**src/rtl/rx_data_sampler.sv**
```systemverilog
// UART RX oversampling front end: edge counter, three-point mid-bit sampling, majority vote.
// Optional noise flag enabled by defining SAMP_NOISE_FLAG_EN.
module rx_data_sampler #(
   parameter int PRESCALE_W = 6
) (
   input  logic                  clk,
   input  logic                  rst_n,
   input  logic                  rx_in,
   input  logic [PRESCALE_W-1:0] prescale,
   input  logic                  dat_samp_en,
   output logic                  samp_data_in,
   output logic                  samp_valid,
   output logic                  bit_done,
   output logic [PRESCALE_W-1:0] edge_cnt,
   output logic                  samp_noise
);

   // Ratios below 4 leave no room for three samples; odd ratios have no exact mid-bit.
   function automatic logic [PRESCALE_W-1:0] sat_ps(input logic [PRESCALE_W-1:0] p);
      logic [PRESCALE_W-1:0] r;
      r    = p;
      r[0] = 1'b0;
      if (p < PRESCALE_W'(4)) begin
         r = PRESCALE_W'(4);
      end
      return r;
   endfunction

   function automatic logic vote3(input logic a, input logic b, input logic c);
      return (a & b) | (b & c) | (a & c);
   endfunction

   logic                  en_q;
   logic [PRESCALE_W-1:0] ps_q,    ps_d;
   logic [PRESCALE_W-1:0] edge_q,  edge_d;
   logic                  s0_q,    s0_d;
   logic                  s1_q,    s1_d;
   logic                  data_q,  data_d;
   logic                  valid_q, valid_d;
   logic                  done_q,  done_d;

   logic                  en_rise;
   logic [PRESCALE_W-1:0] ps_eff;
   logic [PRESCALE_W-1:0] mid;
   logic                  at_m1, at_mid, at_p1, at_last;

   // On the enable-rise cycle the counter already runs, so use the incoming ratio directly.
   always_comb begin
      en_rise = dat_samp_en & ~en_q;
      ps_eff  = en_rise ? sat_ps(prescale) : ps_q;
      mid     = ps_eff >> 1;
      at_m1   = (edge_q == mid - PRESCALE_W'(1));
      at_mid  = (edge_q == mid);
      at_p1   = (edge_q == mid + PRESCALE_W'(1));
      at_last = (edge_q == ps_eff - PRESCALE_W'(1));
   end

   always_comb begin
      ps_d    = ps_eff;
      edge_d  = '0;
      s0_d    = s0_q;
      s1_d    = s1_q;
      data_d  = data_q;
      valid_d = 1'b0;
      done_d  = 1'b0;
      if (dat_samp_en) begin
         edge_d  = at_last ? '0 : edge_q + PRESCALE_W'(1);
         done_d  = at_last;
         valid_d = at_p1;
         if (at_m1) begin
            s0_d = rx_in;
         end
         if (at_mid) begin
            s1_d = rx_in;
         end
         // Third sample is voted straight from the line so the strobe lands one clock later.
         if (at_p1) begin
            data_d = vote3(s0_q, s1_q, rx_in);
         end
      end
   end

   always_ff @(posedge clk or negedge rst_n) begin
      if (!rst_n) begin
         en_q    <= 1'b0;
         ps_q    <= PRESCALE_W'(8);
         edge_q  <= '0;
         s0_q    <= 1'b1;
         s1_q    <= 1'b1;
         data_q  <= 1'b1;
         valid_q <= 1'b0;
         done_q  <= 1'b0;
      end else begin
         en_q    <= dat_samp_en;
         ps_q    <= ps_d;
         edge_q  <= edge_d;
         s0_q    <= s0_d;
         s1_q    <= s1_d;
         data_q  <= data_d;
         valid_q <= valid_d;
         done_q  <= done_d;
      end
   end

`ifdef SAMP_NOISE_FLAG_EN
   logic noise_q, noise_d;

   always_comb begin
      noise_d = 1'b0;
      if (dat_samp_en && at_p1) begin
         noise_d = !((s0_q == s1_q) && (s1_q == rx_in));
      end
   end

   always_ff @(posedge clk or negedge rst_n) begin
      if (!rst_n) begin
         noise_q <= 1'b0;
      end else begin
         noise_q <= noise_d;
      end
   end

   assign samp_noise = noise_q;
`else
   assign samp_noise = 1'b0;
`endif

   assign samp_data_in = data_q;
   assign samp_valid   = valid_q;
   assign bit_done     = done_q;
   assign edge_cnt     = edge_q;

endmodule

```
**config.mk**
```make
export PLATFORM = sky130hd
export DESIGN_NAME = rx_data_sampler
export DESIGN_NICKNAME = d
export VERILOG_FILES = /design/src/rtl/rx_data_sampler.sv
export SDC_FILE = /design/constraint.sdc
export NUM_CORES = 1
export LEC_CHECK = 0
export ABC_AREA = 1
export BUFFER_PORTS_ARGS = -buffer_cell sky130_fd_sc_hd__buf_2
export CAP_MARGIN = 20
export CORE_MARGIN = 2
export CORE_UTILIZATION = 51
export DETAILED_ROUTE_END_ITERATION = 7
export PLACE_DENSITY = 0.77
export RECOVER_POWER = 25
export REMOVE_ABC_BUFFERS = 1
export SYNTH_ARGS = -nofsm -noshare
export SYNTH_HDL_FRONTEND = slang
export SYNTH_SLANG_ARGS = --single-unit
```
**constraint.sdc**
```tcl
create_clock -name clk -period 1.9 [get_ports clk]
set_input_delay 0.38 -clock clk [delete_from_list [all_inputs] [get_ports clk]]
set_output_delay 0.38 -clock clk [all_outputs]
set_load 0.01 [all_outputs]
```
==> summary.txt, run 1 <==
Status
  – Outcome: finished with violations
  – Failing checks: setup timing

Finish
  – Final nets: 259
  – Leading cell type in the layout, fill and taps excluded: nand2_1
  – Antenna diode count: 0
  – Layout overhead on the synthesized area: 29.6%
  – Post-Route Utilization: 69.4%
  – Filler cells: 243
  – Layout cells sized above 1: 38.1%
  – Most frequent cells in the layout: nand2_1, nand3_1, buf_4

Drt
  – Vias per cell: 5.05
  – Total number of vias: 1,390
  – DRC: 0
  – DRT iter0 DRCs: 39
  – Final WL: 3.40 mm
  – Drt wl/cell: 12.4 um
  – Post-DRT Antenna Nets: 0
  – Pre-antenna DRT Iters: 4

GRT
  – Number of global-route vias before repair: 1,260
  – Total gr overflow: 0
  – Initial antenna violation count: 0
  – Global-route wire length before repair: 5.75 mm
  – Largest net degree at the start of global routing: 19
  – GRT Overall Usage: 22.5%

Yosys
  – Register area share after synthesis: 31.1%
  – Asr flop ratio synth: 100%
  – Synth warn: 0
  – Top_reg_cell synth: dfrtp_1
  – Flops & latches, synth: 18
  – Area leader, netlist: dfrtp_1
  – Cell area after synthesis: 1460 sq um
  – Synth Instances: 201
  – Synth top area share: 23.9%
  – Yosys cell types: 31
  – Mapped Avg Cell Area: 7.28 sq um
  – EDFF count, synth: 0
  – Area contributors post-synth: dfrtp_1, nand2_1, nand3_1

Flow run
  – Max-cap violations: 0

Clock tree
  – H-tree levels: 1
  – CTS Sinks: 18
  – TritonCTS clock tree: done
  – Root Buffer: clkbuf_4
  – CTS buffer count: 3
  – Clock transition at path regs: 0.10 ns
  – Longest Clk Path Bufs: 2
  – Worst-skew pair later-pin latency: 0.30 ns

Timing
  – Fin worst setup slack: -0.0399 ns
  – Slew headroom: 34.6%
  – Max-slew violation count: 0
  – Final worst-path cycle share: 102%
  – FMAX: 515 MHz
  – RSZ-0062 raised after global routing: yes
  – Final Setup Violations: 6
  – Hold Violations, Final: 0
  – Min cycle time layout: 1.94 ns
  – Fin Clk Skew: 0.0109 ns
  – Worst slew pin tran: 0.981 ns
  – Hold WS: 0.301 ns

Floorplanning
  – Initial Utilization: 53.5%
  – Io pins: 20
  – Die Y-Extent: 57.6 um
  – DIE AREA: 3310 sq um
  – Row cnt: 19
  – Core area: 2730 sq um
  – Die Width: 57.6 um

Critical path
  – Crit Path Max Fanout: 6
  – Worst Path Required: 2.08 ns
  – Setup crit end kind: register
  – CP arrival: 2.12 ns
  – CP Launch Type: register
  – Critical path type: reg -> reg

Power and ir drop
  – Pwr/cell area: 644 nW/um^2
  – Peak supply drop: 0.548 mV
  – Leakage power: 0.970 nW

Place
  – Final GP Congestion: 0.917
  – DP HPWL: 2.51 mm
  – Port Buf Inserts: 17

Worst hold path
  – Hold crit path type: in -> reg
## per-stage QoR
stage / power [mW] / area (sq um) / setup slack [ns] / std cells / TNS (ns)
after floorplan: 0.802 / 1430 / -0.121 / 196 / -0.635
after global placement: 0.932 / 1690 / -0.150 / 263 / -1.02
after detailed placement: 0.942 / 1690 / -0.206 / 263 / -1.51
after CTS: 1.19 / 1850 / -0.00576 / 273 / -0.00576
final: 1.22 / 1900 / -0.0399 / 275 / -0.102
after global routing: 1.31 / 1900 / -0.153 / 275 / -1.10
## cell families (layout without fill, tap and decap cells)
kind of cell    count (synthesis)  in the layout  share of synthesized area (%)
xor+xnor                       12             12                           8.20
other cells                     1              1                          0.256
buf+inv                        33             76                           9.74
simple gates                  123            123                           41.5
fa+ha+maj                       5              5                           4.10
flops                          18             18                           31.1
compound gates                  9              9                           5.04
## critical path, stage by stage, from the launching register on
cell and delay, ns:
dfrtp_1 0.40, inv_2 0.11, nand2_8 0.10, nand2_4 0.09
inv_4 0.05, a21oi_4 0.15, ha_4 0.22, xnor2_1 0.12
nor2_1 0.11, nand3_1 0.11, nor2_2 0.11, nand2_2 0.09
nand2_4 0.11, nor2_1 0.05
## cell usage after synthesis (2+ instances only)
cell      count
nand2_1      54
nand3_1      30
inv_1        25
nor2_1       15
dfrtp_1      14
xor2_1        6
nand2_2       5
nand2_4       5
nor2_2        5
a21oi_1       4
dfstp_2       4
ha_1          4
xnor2_1       4
inv_2         3
nand4_1       3
buf_6         2
clkbuf_1      2
nor3_1        2
xor2_2        2
## power breakdown
part	total (mW)	leakage (nW)	switching (mW)	internal (mW)
clock network	0.208	0.0150	0.126	0.0819
logic	0.528	0.731	0.299	0.230
registers	0.486	0.225	0.0375	0.449
## layout make-up
class	instances	area (sq um)	share of cell area (%)
timing repair buffer	44	293	15.4
multi-input combinational	150	976	51.5
inverter	28	108	5.67
tap	31	38.8	2.04
sequential	18	455	24.0
clock buffer	4	26.3	1.39
## per-layer routing
metal	wire, um	global-route usage (%)
met1	1550	30.7
met2	1670	36.9
met3	110	2.27
met4	74	8.31
met5	0	0
## worst paths after layout
check                                  start  cells after the start           end  slack, ns
worst max-delay path                    en_q                     13   edge_cnt[0]      -0.04
worst min-delay path                   rx_in                      3          s1_q       0.30
worst max register to register          en_q                     13   edge_cnt[0]      -0.04
worst min register to register  samp_data_in                      2  samp_data_in       0.47
max in group asynchronous              rst_n                      2   edge_cnt[2]       0.56
min in group asynchronous              rst_n                      2       ps_q[2]       0.74
## flip-flops by register name (all words and copies together) (netlist names)
| signal | flops |
|---|---|
| samp_data_in | 1 |
| s1_q | 1 |
| edge_cnt | 6 |
| ps_q | 6 |
| bit_done | 1 |
| s0_q | 1 |
| samp_valid | 1 |
| en_q | 1 |
## repair_timing
| action | in CTS | in global routing |
|---|---|---|
| hold buffers | 1 | 0 |
| hold endpoints to repair | 7 | 0 |
| endpoints found under the setup margin | 8 | 11 |
| resized for setup | 15 | 10 |
| buffers inserted | 6 | 2 |
| pin swaps | 11 | 3 |
No activity file was read; power rests on OpenSTA's default activity.
==> run 2: changes to the inputs <==
SKIP_CTS_REPAIR_TIMING = 1   (was default)
==> run 2 against run 1 <==
  * The flow still finishes with violations (setup timing)
  * Largest cell class unchanged
  * Highest routed layer unchanged
  * Cell count fell by 2.2%
  * Count of clock-buffer cells in the layout did not move
  * Sequential share of layout area rose by 1.4 points
==> summary.txt, run 2 (synthesis results as in run 1) <==
Clock tree
  – Root Buffer: clkbuf_4
  – Longest Clk Path Bufs: 2 (unchanged)
  – Worst-skew pair later-pin latency: 0.30 ns (about the same)
  – CTS Sinks: 18 (unchanged)
  – TritonCTS clock tree: done
  – CTS buffer count: 3 (unchanged)
  – H-tree levels: 1 (unchanged)
  – Clock transition at path regs: 0.11 ns (about the same)

Timing
  – Final Setup Violations: 5 (-1)
  – Final worst-path cycle share: 102% (+0.17 points)
  – Max-slew violation count: 0 (unchanged)
  – Hold Violations, Final: 0 (unchanged)
  – Worst slew pin tran: 0.970 ns (-0.0114 ns)
  – Fin worst setup slack: -0.0432 ns (-0.00328 ns)
  – Slew headroom: 35.4% (+0.76 points)
  – Min cycle time layout: 1.94 ns (+0.00328 ns)
  – Fin Clk Skew: 0.0111 ns (+0.000111 ns)
  – FMAX: 515 MHz (-0.17%)
  – RSZ-0062 raised after global routing: yes
  – Hold WS: 0.198 ns (-0.102 ns)

Critical path
  – CP arrival: 2.17 ns (+0.05 ns)
  – Crit Path Max Fanout: 7 (+1)
  – CP Launch Type: register
  – Setup crit end kind: register
  – Critical path type: reg -> reg
  – Worst Path Required: 2.13 ns (+0.05 ns)

Finish
  – Layout cells sized above 1: 35.3% (-2.8 points)
  – Antenna diode count: 0 (unchanged)
  – Final std cells w/o fill: 269 (-2.2%)
  – Final nets: 253 (-2.3%)
  – Footprint of the multi-input gates: 921 sq um (-5.6%)
  – Layout overhead on the synthesized area: 22.3%
  – Leading cell type in the layout, fill and taps excluded: nand2_1
  – Most frequent cells in the layout: nand2_1, nand3_1, inv_1
  – Seq. cell area: 455 sq um (unchanged)
  – Post-Route Utilization: 65.5% (-3.9 points)
  – Filler cells: 266 (+9.5%)

Floorplanning
  – Die Y-Extent: 57.6 um (unchanged)
  – Die Width: 57.6 um (unchanged)
  – Row cnt: 19 (unchanged)
  – Io pins: 20 (unchanged)
  – DIE AREA: 3310 sq um (unchanged)
  – Core area: 2730 sq um (unchanged)
  – Initial Utilization: 53.5% (unchanged)

Place
  – Dpl ws: -0.206 ns (unchanged)
  – Port Buf Inserts: 17 (unchanged)
  – DP HPWL: 2.51 mm (unchanged)
  – Count of placed standard cells including taps: 263 (unchanged)
  – Final GP Congestion: 0.917 (unchanged)

Power and ir drop
  – Clk pwr share: 17.5% (+0.5 points)
  – Combinational cell fraction of total power: 41.1% (-2.1 points)
  – Peak supply drop: 0.549 mV (+0.16%)
  – Pwr/cell area: 656 nW/um^2 (+1.8%)
  – Flop pwr share: 41.4% (+1.6 points)
  – Pwr Total: 1.17 mW (-3.9%)
  – Leakage power: 0.922 nW (-5.0%)
  – Sw Ratio: 37.4% (-0.38 points)
  – Switching Power: 0.439 mW (-4.9%)
  – P_int: 0.735 mW (-3.3%)

Drt
  – Post-DRT Antenna Nets: 0 (unchanged)
  – Met3 Wirelength: 125 um (+14%)
  – Vias per cell: 4.96 (-2.0%)
  – DRC: 0 (unchanged)
  – Met2 wire len: 1.54 mm (-7.8%)
  – Total number of vias: 1,333 (-4.1%)
  – DRT iter0 DRCs: 31 (-21%)
  – Pre-antenna DRT Iters: 4 (unchanged)
  – Uppermost layer routed: met4
  – M1 WL: 1.48 mm (-4.1%)
  – Final WL: 3.20 mm (-6.0%)
  – Drt wl/cell: 11.9 um (-3.9%)

GRT
  – GRT Overall Usage: 21.2% (-1.2 points)
  – Initial antenna violation count: 0 (unchanged)
  – Largest net degree at the start of global routing: 19 (unchanged)
  – Number of global-route vias before repair: 1,222 (-3.0%)
  – Total gr overflow: 0 (unchanged)
  – Global-route wire length before repair: 5.44 mm (-5.3%)

Status
  – Outcome: finished with violations
  – Failing checks: setup timing

Worst hold path
  – Hold crit path type: in -> async

Flow run
  – Max-cap violations: 0 (unchanged)
## run 2: cell types whose count changed in the layout (fill, tap and decap cells not counted), sizes merged
cell,previous run,this run
buf,42,37
dlygate4sd3,1,0
## run 2: cell type report
class | instances | area share (%)
Tap cell | 31 | 2.17
Timing Repair Buffer | 38 | 13.5
Sequential cell | 18 | 25.4
Inverter | 28 | 6.01
Clock buffer | 4 | 1.47
Multi-Input combinational cell | 150 | 51.4
## run 2: final timing paths
path / startpoint / end / slack, ns / cells after the start
max: en_q / s0_q / -0.04 / 13
min reg2reg: samp_data_in / samp_data_in / 0.47 / 2
min: rst_n / ps_q[2] / 0.20 / 1
min in group clk: rx_in / s1_q / 0.31 / 3
max reg2reg: en_q / s0_q / -0.04 / 13
max in group asynchronous: rst_n / edge_cnt[2] / 1.11 / 1
## run 2: power by group through the flow
stage	clock (mW)	sequential [mW]	combinational, mW
2_1_floorplan	0	0.491	0.310
3_3_place_gp	0	0.489	0.442
3_5_place_dp	0	0.492	0.450
4_1_cts	0.210	0.484	0.453
5_1_grt	0.232	0.493	0.543
6_report	0.206	0.486	0.483
## run 2: stage by stage
stage                     TNS [ns]  instance area, sq um
final                      -0.0981                  1790
after global routing         -1.29                  1790
after CTS                   -0.921                  1720
after detailed placement     -1.51                  1690
after global placement       -1.02                  1690
after floorplan             -0.635                  1430
## run 2: critical path: stages (launching register included)
cell	delay [ns]
dfrtp_1	0.40
inv_2	0.11
nand2_8	0.10
nand2_4	0.09
inv_4	0.04
a21oi_2	0.12
ha_2	0.25
nand3_2	0.10
buf_4	0.15
xor2_1	0.15
nor2_1	0.16
nand3_1	0.10
nand2_1	0.07
nand2_1	0.05
## run 2: routing by layer
| metal | up-vias | GRT usage [%] |
|---|---|---|
| li1 | 699 | - |
| met1 | 605 | 28.3 |
| met2 | 25 | 34.7 |
| met3 | 4 | 2.49 |
| met4 | 0 | 9.30 |
| met5 | - | 0 |
==> run 3: changes to the inputs <==
BUFFER_PORTS_ARGS = -buffer_cell sky130_fd_sc_hd__clkbuf_2   (was -buffer_cell sky130_fd_sc_hd__buf_2)
CORE_UTILIZATION = 55   (was 51)
PLACE_DENSITY = 0.79   (was 0.77)
clock period = 2.18 ns   (was 1.9 ns; I/O delays follow)
==> run 3 against run 2 <==
  * The run now ends clean
  * Die area decreased by 6.8%
  * Sequential power decreased by 12%
  * Flip-flop and latch count unchanged
  * Register-to-register slack improved by 0.26 ns
  * Non-clock buffer count decreased by 12
  * Sequential share of layout area increased by 2.1 points
  * Cell count decreased by 4.8%
  * Clock skew decreased by 0.0082 ns
  * Clock power about the same
==> summary.txt, run 3 (synthesis results as in run 1) <==
Power and ir drop
  – P_int: 0.647 mW (-12%)
  – Switching Power: 0.374 mW (-15%)
  – Combinational cell fraction of total power: 37.7% (-3.4 points)
  – Peak supply drop: 0.591 mV (+7.7%)
  – Sw Ratio: 36.6% (-0.78 points)
  – Flop pwr share: 41.8% (+0.4 points)
  – Pwr/cell area: 616 nW/um^2 (-6.1%)
  – Clk pwr share: 20.5% (+3.0 points)
  – Leakage power: 0.865 nW (-6.1%)
  – Pwr Total: 1.02 mW (-13%)

Finish
  – Leading cell type in the layout, fill and taps excluded: nand2_1
  – Seq. cell area: 455 sq um (unchanged)
  – Filler cells: 221 (-17%)
  – Layout overhead on the synthesized area: 13.2%
  – Final nets: 241 (-4.7%)
  – Layout cells sized above 1: 27.9% (-7.4 points)
  – Final std cells w/o fill: 256 (-4.8%)
  – Most frequent cells in the layout: nand2_1, nand3_1, inv_1
  – Antenna diode count: 0 (unchanged)
  – Footprint of the multi-input gates: 871 sq um (-5.4%)
  – Finished Cell Area: 1660 sq um (-7.5%)

Clock tree
  – Clock transition at path regs: 0.10 ns (about the same)
  – Worst-skew pair later-pin latency: 0.30 ns (about the same)
  – CTS Sinks: 18 (unchanged)
  – H-tree levels: 1 (unchanged)
  – TritonCTS clock tree: done
  – Root Buffer: clkbuf_4
  – CTS buffer count: 3 (unchanged)
  – Longest Clk Path Bufs: 2 (unchanged)

Critical path
  – Start point of the critical path: en_q
  – Setup crit end kind: register
  – Worst reg2reg startpoint: en_q
  – CP Launch Type: register
  – CP arrival: 2.15 ns (-0.02 ns)
  – Critical path type: reg -> reg
  – Crit Path Max Fanout: 7 (unchanged)
  – Worst Path Required: 2.37 ns (+0.24 ns)

Drt
  – Drt wl/cell: 12.6 um (+6.0%)
  – Total number of vias: 1,344 (+0.83%)
  – DRT iter0 DRCs: 45 (+45%)
  – Final WL: 3.22 mm (+0.88%)
  – Vias per cell: 5.25 (+5.9%)
  – Post-DRT Antenna Nets: 0 (unchanged)
  – Pre-antenna DRT Iters: 5 (+1)
  – DRC: 0 (unchanged)

GRT
  – M2 GR Usage: 40.3% (+5.6 points)
  – Largest net degree at the start of global routing: 19 (unchanged)
  – Number of global-route vias before repair: 1,312 (+7.4%)
  – Initial antenna violation count: 0 (unchanged)
  – Global-route wire length before repair: 5.87 mm (+7.7%)
  – Met3 usage in global routing: 3.26% (+0.76 points)
  – GRT busiest layer: met2
  – Total gr overflow: 0 (unchanged)
  – GRT Overall Usage: 24.3% (+3.0 points)
  – M1 GR Usage: 31.5% (+3.3 points)

Timing
  – Fin Clk Skew: 0.00289 ns (-0.00816 ns)
  – Min cycle time layout: 1.96 ns (+0.0194 ns)
  – FMAX: 510 MHz (-0.99%)
  – Final Setup Violations: 0 (-5)
  – Final worst-path cycle share: 90.0% (-12 points)
  – Hold Violations, Final: 0 (unchanged)
  – Worst slew pin tran: 1.03 ns (+0.0640 ns)
  – Slew headroom: 31.1% (-4.3 points)
  – Max-slew violation count: 0 (unchanged)

Flow run
  – Max-cap violations: 0 (unchanged)

Place
  – Final GP Congestion: 0.883 (-3.8%)
  – DP HPWL: 2.60 mm (+3.6%)
  – Count of placed standard cells including taps: 252 (-4.2%)
  – Port Buf Inserts: 17 (unchanged)
  – Placed cell area: 1620 sq um (-4.5%)

Floorplanning
  – Row cnt: 18 (-1)
  – Die Width: 55.6 um (-3.4%)
  – Core area: 2500 sq um (-8.6%)
  – DIE AREA: 3090 sq um (-6.8%)
  – Initial Utilization: 58.6% (+5.0 points)
  – Die Y-Extent: 55.6 um (-3.4%)
  – Io pins: 20 (unchanged)

Status
  – Outcome: finished, final reports clean

Worst hold path
  – Hold crit path type: in -> async
==> run 3: cell count changes in the layout (fill, tap and decap cells not counted), sizes merged <==
cell and change:
clkbuf +16, buf -28
==> run 3: worst paths after layout <==
kind | to | slack [ns] | cells past startpoint
max | edge_cnt[0] | 0.22 | 13
min | ps_q[4] | 0.28 | 1
max reg2reg | edge_cnt[0] | 0.22 | 13
min reg2reg | samp_data_in | 0.46 | 2
max in group asynchronous | edge_cnt[3] | 1.28 | 1
min in group clk | s1_q | 0.35 | 3
==> run 3: routing by layer <==
metal / routed length (um) / share of wire, %
met5: 0 / 0
met4: 67 / 2.1
met3: 134 / 4.2
met2: 1610 / 50
met1: 1410 / 44
==> run 3: power groups by stage <==
stage	registers, mW	logic, mW	clock network (mW)
final	0.427	0.385	0.209
after global routing	0.436	0.439	0.231
after CTS	0.425	0.383	0.216
after detailed placement	0.431	0.381	0
after global placement	0.427	0.368	0
after floorplan	0.428	0.270	0
==> run 3: critical path, cell delays in order (launching register included) <==
cell and delay [ns]:
dfrtp_1 0.40, inv_2 0.09, nand2_4 0.11, nand2_2 0.10, inv_2 0.05, a21oi_4 0.13
ha_1 0.26, xnor2_1 0.13, nor2_1 0.10, nand3_1 0.12, nor2_2 0.13, nand2_2 0.09
nand2_4 0.11, nor2_1 0.05
==> run 3: cell type report <==
cell class / count / area share (%)
timing repair buffer: 26 / 9.14
sequential: 18 / 27.5
multi-input combinational: 150 / 52.6
clock buffer: 4 / 2.19
tap: 30 / 2.27
inverter: 28 / 6.34
==> run 3: stage by stage <==
step                util, %  hold slack (ns)   TNS, ns  worst slack [ns]
CTS                    66.1           0.0793         0             0.140
floorplan                 -            0.140         0             0.159
finish                 66.3            0.284         0             0.217
global placement       64.7            0.398         0            0.0419
global route           66.3            0.347  -0.00279          -0.00279
detailed placement     64.7            0.416         0            0.0169
